--- src/rtl/aes256_ingress_packer.sv ---
// Ingress packer: assembles narrow beats into 256-bit keys and tagged 128-bit blocks, buffered in a show-ahead FIFO.
// Optional feature macro: AES_INGRESS_ERRCNT_EN adds a saturating err_cnt output.
module aes256_ingress_packer #(
   parameter int IN_W  = 32,
   parameter int DEPTH = 4
) (
   input  logic                         clk,
   input  logic                         resetn,
   input  logic [IN_W-1:0]              inp_device,
   input  logic                         ctrl_dataIn,
   input  logic [1:0]                   mod_en,
   output logic                         in_ready,
   output logic [255:0]                 key_out,
   output logic                         key_valid,
   output logic                         key_load,
   output logic [127:0]                 blk_out,
   output logic                         blk_dec,
   output logic                         blk_valid,
   input  logic                         blk_ready,
   output logic                         err_drop,
`ifdef AES_INGRESS_ERRCNT_EN
   output logic [$clog2(DEPTH+1)-1:0]   fifo_level,
   output logic [7:0]                   err_cnt
`else
   output logic [$clog2(DEPTH+1)-1:0]   fifo_level
`endif
);

   localparam int BPB   = 128 / IN_W;
   localparam int KB    = 2 * BPB;
   localparam int CNT_W = $clog2(KB);
   localparam int PTR_W = $clog2(DEPTH);
   localparam int LVL_W = $clog2(DEPTH + 1);
   localparam logic [CNT_W-1:0] BLK_LAST = CNT_W'(BPB - 1);
   localparam logic [CNT_W-1:0] KEY_LAST = CNT_W'(KB - 1);
   localparam logic [LVL_W-1:0] FULL     = LVL_W'(DEPTH);
   localparam logic [1:0]       CMD_KEY  = 2'b10;
   localparam logic [1:0]       CMD_RSV  = 2'b11;

   typedef enum logic [1:0] {IDLE, KEY_ASM, DATA_ASM} state_t;

   state_t                       state, state_next;
   logic [CNT_W-1:0]             cnt, cnt_next, pos;
   logic                         mode_dec, mode_next;
   logic [KB-1:0][IN_W-1:0]      key_buf, key_merge;
   logic [BPB-1:0][IN_W-1:0]     blk_buf, blk_merge;
   logic                         accept, push, pop, key_done, key_start, drop;
   logic [PTR_W-1:0]             wr_ptr, rd_ptr;
   logic [128:0]                 mem [DEPTH];
   logic [128:0]                 head;

   // A key beat is held off until every queued block has been consumed under the old key.
   assign in_ready = (fifo_level != FULL) &&
                     !(ctrl_dataIn && (mod_en == CMD_KEY) && (fifo_level != '0));
   assign accept   = ctrl_dataIn & in_ready;
   assign pop      = blk_valid & blk_ready;

   // NOTE: every signal gets a default before any branch, otherwise a latch is inferred.
   always_comb begin
      state_next = state;
      cnt_next   = cnt;
      mode_next  = mode_dec;
      pos        = cnt;
      push       = 1'b0;
      key_done   = 1'b0;
      key_start  = 1'b0;
      drop       = 1'b0;
      key_merge  = key_buf;
      blk_merge  = blk_buf;
      if (accept) begin
         unique case (mod_en)
            CMD_RSV: begin
               drop       = 1'b1;
               state_next = IDLE;
               cnt_next   = '0;
            end
            CMD_KEY: begin
               if (state != KEY_ASM) begin
                  pos       = '0;
                  key_start = 1'b1;
                  drop      = (state == DATA_ASM);
               end
               for (int i = 0; i < KB; i++)
                  if (pos == CNT_W'(i)) key_merge[i] = inp_device;
               if (pos == KEY_LAST) begin
                  key_done   = 1'b1;
                  state_next = IDLE;
                  cnt_next   = '0;
               end else begin
                  state_next = KEY_ASM;
                  cnt_next   = pos + CNT_W'(1);
               end
            end
            default: begin
               // Data beats mid-key or without a usable key are discarded outright.
               if ((state == KEY_ASM) || !key_valid) begin
                  drop       = 1'b1;
                  state_next = IDLE;
                  cnt_next   = '0;
               end else begin
                  if ((state != DATA_ASM) || (mode_dec != mod_en[0])) begin
                     pos  = '0;
                     drop = (state == DATA_ASM);
                  end
                  mode_next = mod_en[0];
                  for (int i = 0; i < BPB; i++)
                     if (pos == CNT_W'(i)) blk_merge[i] = inp_device;
                  if (pos == BLK_LAST) begin
                     push       = 1'b1;
                     state_next = IDLE;
                     cnt_next   = '0;
                  end else begin
                     state_next = DATA_ASM;
                     cnt_next   = pos + CNT_W'(1);
                  end
               end
            end
         endcase
      end
   end

   // NOTE: sequential state uses non-blocking assignments so all registers update together.
   always_ff @(posedge clk or negedge resetn) begin
      if (!resetn) begin
         state      <= IDLE;
         cnt        <= '0;
         mode_dec   <= 1'b0;
         key_buf    <= '0;
         blk_buf    <= '0;
         key_out    <= '0;
         key_valid  <= 1'b0;
         key_load   <= 1'b0;
         err_drop   <= 1'b0;
         wr_ptr     <= '0;
         rd_ptr     <= '0;
         fifo_level <= '0;
      end else begin
         state    <= state_next;
         cnt      <= cnt_next;
         mode_dec <= mode_next;
         key_buf  <= key_merge;
         blk_buf  <= blk_merge;
         err_drop <= drop;
         key_load <= key_done;
         if (key_done) begin
            key_out   <= key_merge;
            key_valid <= 1'b1;
         end else if (key_start) begin
            key_valid <= 1'b0;
         end
         if (push) wr_ptr <= wr_ptr + PTR_W'(1);
         if (pop)  rd_ptr <= rd_ptr + PTR_W'(1);
         case ({push, pop})
            2'b10:   fifo_level <= fifo_level + LVL_W'(1);
            2'b01:   fifo_level <= fifo_level - LVL_W'(1);
            default: fifo_level <= fifo_level;
         endcase
      end
   end

   // NOTE: FIFO storage has no reset; the level gates every read so stale entries never escape.
   always_ff @(posedge clk) begin
      if (push) mem[wr_ptr] <= {mode_next, blk_merge};
   end

   assign head      = mem[rd_ptr];
   assign blk_valid = (fifo_level != '0);
   assign blk_out   = blk_valid ? head[127:0] : '0;
   assign blk_dec   = blk_valid & head[128];

`ifdef AES_INGRESS_ERRCNT_EN
   always_ff @(posedge clk or negedge resetn) begin
      if (!resetn)                            err_cnt <= '0;
      else if (err_drop && (err_cnt != 8'hFF)) err_cnt <= err_cnt + 8'd1;
   end
`endif

endmodule

--- config.mk ---
export PLATFORM = sky130hd
export DESIGN_NAME = aes256_ingress_packer
export DESIGN_NICKNAME = d
export VERILOG_FILES = /design/src/rtl/aes256_ingress_packer.sv
export SDC_FILE = /design/constraint.sdc
export NUM_CORES = 1
export LEC_CHECK = 0
export BUFFER_PORTS_ARGS = -buffer_cell sky130_fd_sc_hd__buf_2
export CELL_PAD_IN_SITES_DETAIL_PLACEMENT = 1
export CELL_PAD_IN_SITES_GLOBAL_PLACEMENT = 2
export CORE_ASPECT_RATIO = 1.2
export CORE_UTILIZATION = 35
export DETAILED_ROUTE_END_ITERATION = 7
export PLACE_DENSITY_LB_ADDON = 0.1
export RECOVER_POWER = 50
export SYNTH_ARGS = -nofsm -noshare
export SYNTH_HDL_FRONTEND = slang
export SYNTH_SLANG_ARGS = --single-unit
--- constraint.sdc ---
create_clock -name clk -period 5.51 [get_ports clk]
set_clock_uncertainty 0.1 [all_clocks]
set_input_delay 0.2755 -clock clk [delete_from_list [all_inputs] [get_ports clk]]
set_output_delay 0.2755 -clock clk [all_outputs]
set_load 0.03 [all_outputs]
==> reports/metrics.cfg <==
[layout]
fill_cells = 12850
nNetsFinal = 3213
multi_input_area_um2 = 13060
regArea_um2 = 31120
final_area_um2 = 52820
drive_above_1_share = 0.2433
instances_no_fill = 4952
syn_to_final_growth_pct = 16.46

[yosys]
ys_types = 45
syn_area_um2 = 45350
synthTopCellsByArea = dfrtp_1 34%, edfxtp_1 34%, mux2_2 9.4%, mux4_2 6.4%, mux2i_1 4.9%
ys_seq_area_frac = 0.6859
synth_nets = 2840
synth-simple-area-share = 0.04436
synth_top_family_by_area = multiplexers
synth_compound_area_frac = 0.02742
synth-async-reset-ratio = 0.5474
synth_edf_count = 516
synth_mux_area_frac = 0.2097
synthTopCellsByCount = 624 x dfrtp_1, 516 x edfxtp_1, 380 x mux2_2, 238 x nand2_1, 229 x o21ai_0
synth-xor-area-share = 0.001352
yosys.area_share.adder = 0.004580
synth_top_area_cell = dfrtp_1
yosysMostFrequentCell = dfrtp_1
synthFlopType = dfrtp_1
synth.avg_cell_area_um2 = 16.28
yosys_warnings = 0
syn_inst = 2786
synth_top_area_share = 0.3443
ys_ff_latch = 1140

[placed_design]
portBuffers = 430
place_ws_ps = 1602
gp_congestion = 0.7239
dp.cells = 4710
place_area_um2 = 49010
place_hpwl_um = 75720

[sta]
hold_viol = 0
fin_hold_ws_ps = 46.26
fin_ws_ps = 902.7
final.min_clock_period_ps = 4607
fmax_mhz = 217.0
period_share = 0.8362
rsz0062_at_grt = no
finalSetupTns_ps = 0
slew_headroom = -1.036
tightest_slew_ps = 3054
slew_viol_final = 520
finalSetupViolCount = 0

[detailed_routing]
post_drt_via_cell_ratio = 5.012
drtAntennaViolNets = 0
first_pass_iters = 4
wl_per_cell_um = 25.53
routed_wl_um = 126400
vias = 24820
drc = 0
drt_iter0_drc = 1159

[floorplan]
dieWidth_um = 330.6
die_h_um = 396.3
core.rowCount = 144
initial_core_util = 0.3530
io_pins = 431
design.core.area_um2 = 128500
die_area_um2 = 131000

[clocking]
clkLatencyLatePin_ps = 730
clock_path_buffers = 3
cts_sinks = 1140
htreeDepth = 3
cts.reportedPaths.clkPinSlew_ps = 60
cts_inserted_buffers = 119
root_buffer = clkbuf_16
cts_tree = built

[worst_setup_path]
cp-startpoint = mode_dec$_DFF_PN0_
crit_type = register to register
cp-start-kind = register
r2r_setup_slack_ps = 900
crit_required_ps = 5860
r2r_end = mem[3][9]$_DFFE_PP_
end_kind = register
cp_max_fo = 32
rr_worst_depth = 7
r2r_start = mode_dec$_DFF_PN0_
crit_end = mem[3][9]$_DFFE_PP_
arrival_ps = 4950

[power]
switchingPower_mw = 3.845
sw_frac_of_total = 0.2119
vdd_ir_drop_max_v = 0.0002691
seq_power_share = 0.499
p_per_area_nw_per_um2 = 343.5
combPwrFrac = 0.031
power_frac_clock = 0.471
internal_power_mw = 14.30
leakagePower_nw = 22.50

[grt]
grt_pass1_vias = 27470
grt_usage = 0.1968
grt_pass1_wl_um = 188600
grt_overflow = 0
antenna_found_initial = 22
grt_max_degree = 202

[flow_run]
cap_violations = 8

[run_status]
outcome = complete, but fails checks
violations = max-capacitance violations, max-slew violations

[worst_hold_path]
hp-class = primary input to async pin

## layout make-up
type,count,area share
tap,1679,0.03977
timing repair buffer,472,0.04283
clock buffer,162,0.06387
antenna,10,0.0004738
clock inverter,63,0.01559
sequential,1140,0.5891
multi-input combinational,1410,0.2472
inverter,16,0.001137
## power groups by stage
stage	Combinational [mW]	Clock, mW	Sequential, mW
final	0.556	8.54	9.05
after global routing	0.622	9.10	9.06
after CTS	0.587	8.81	9.05
after floorplan	0.307	0	9.19
after global placement	0.565	0	9.20
after detailed placement	0.580	0	9.21
## state kept, by name, summed over array words and instances, names as in the netlist
name	count
fifo_level	3
mode_dec	1
rd_ptr	2
blk_buf	128
state	2
wr_ptr	2
key_out	256
key_buf	224
mem	516
cnt	3
err_drop	1
key_load	1
key_valid	1
## placed cells by master (no fill, tap or decap), types with 3 or more instances in the layout
cell	n
a2bb2oi_1	3
and2_1	130
and2_4	3
buf_12	10
buf_2	165
buf_4	16
bufinv_16	18
clkbuf_1	293
clkbuf_16	122
clkbuf_8	17
clkinv_1	12
clkinv_2	24
clkinv_8	3
clkinvlp_4	4
dfrtp_1	622
diode_2	10
dlygate4sd3_1	7
edfxtp_1	516
ha_1	14
inv_1	16
mux2_1	127
mux2_2	259
mux2i_1	224
mux4_2	129
nand2_1	234
nand2_2	3
nand2b_1	3
nand3_1	4
nand3_2	3
nand3_4	3
nor2_1	4
o21ai_0	229
xnor2_1	3
xor2_1	4
## how the worst min path moves through the flow
stage,end,cells past startpoint,start
3_3_place_gp,key_buf[158]$_DFF_PN0_,1,resetn
3_5_place_dp,key_buf[158]$_DFF_PN0_,1,resetn
4_1_cts,key_out[156]$_DFFE_PN0P_,3,inp_device[28]
6_report,key_buf[150]$_DFF_PN0_,2,resetn
2_1_floorplan,blk_buf[0]$_DFF_PN0_,0,resetn
5_1_grt,state[0]$_DFFE_PN0P_,4,ctrl_dataIn
## through the flow
| stage | util | power (mW) |
|---|---|---|
| global route | 0.4110 | 18.79 |
| CTS | 0.4147 | 18.44 |
| finish | 0.4112 | 18.14 |
| floorplan | - | 9.499 |
| global placement | 0.3815 | 9.769 |
| detailed placement | 0.3815 | 9.794 |
## what timing repair did
action | CTS | global route
resized for setup | 0 | 0
hold endpoints to repair | 99 | 0
hold buffers | 7 | 0
setup buffers | 0 | 0
## kinds of logic after synthesis
group           after synthesis
compound gates              242
flops                      1140
buf+inv                     236
simple gates                406
mux                         739
fa+ha+maj                    16
xor+xnor                      7
## critical path: stages, from the launching register on
cell	delay, ps
dfrtp_1	420
xor2_1	360
nor2_1	130
nand2_1	140
ha_1	170
nor3b_1	240
clkbuf_1	2180
mux2_2	520
## layer usage
layer | share of wire | routed length (um) | global-route usage | up-vias
met5 | 0.00032 | 41 | 0 | -
met4 | 0.022 | 2760 | 0.05719 | 8
met3 | 0.066 | 8344 | 0.05281 | 138
met2 | 0.49 | 62210 | 0.3192 | 515
met1 | 0.42 | 53090 | 0.2574 | 13240
li1 | - | - | - | 10920
Power figures use the tool's default switching activity.
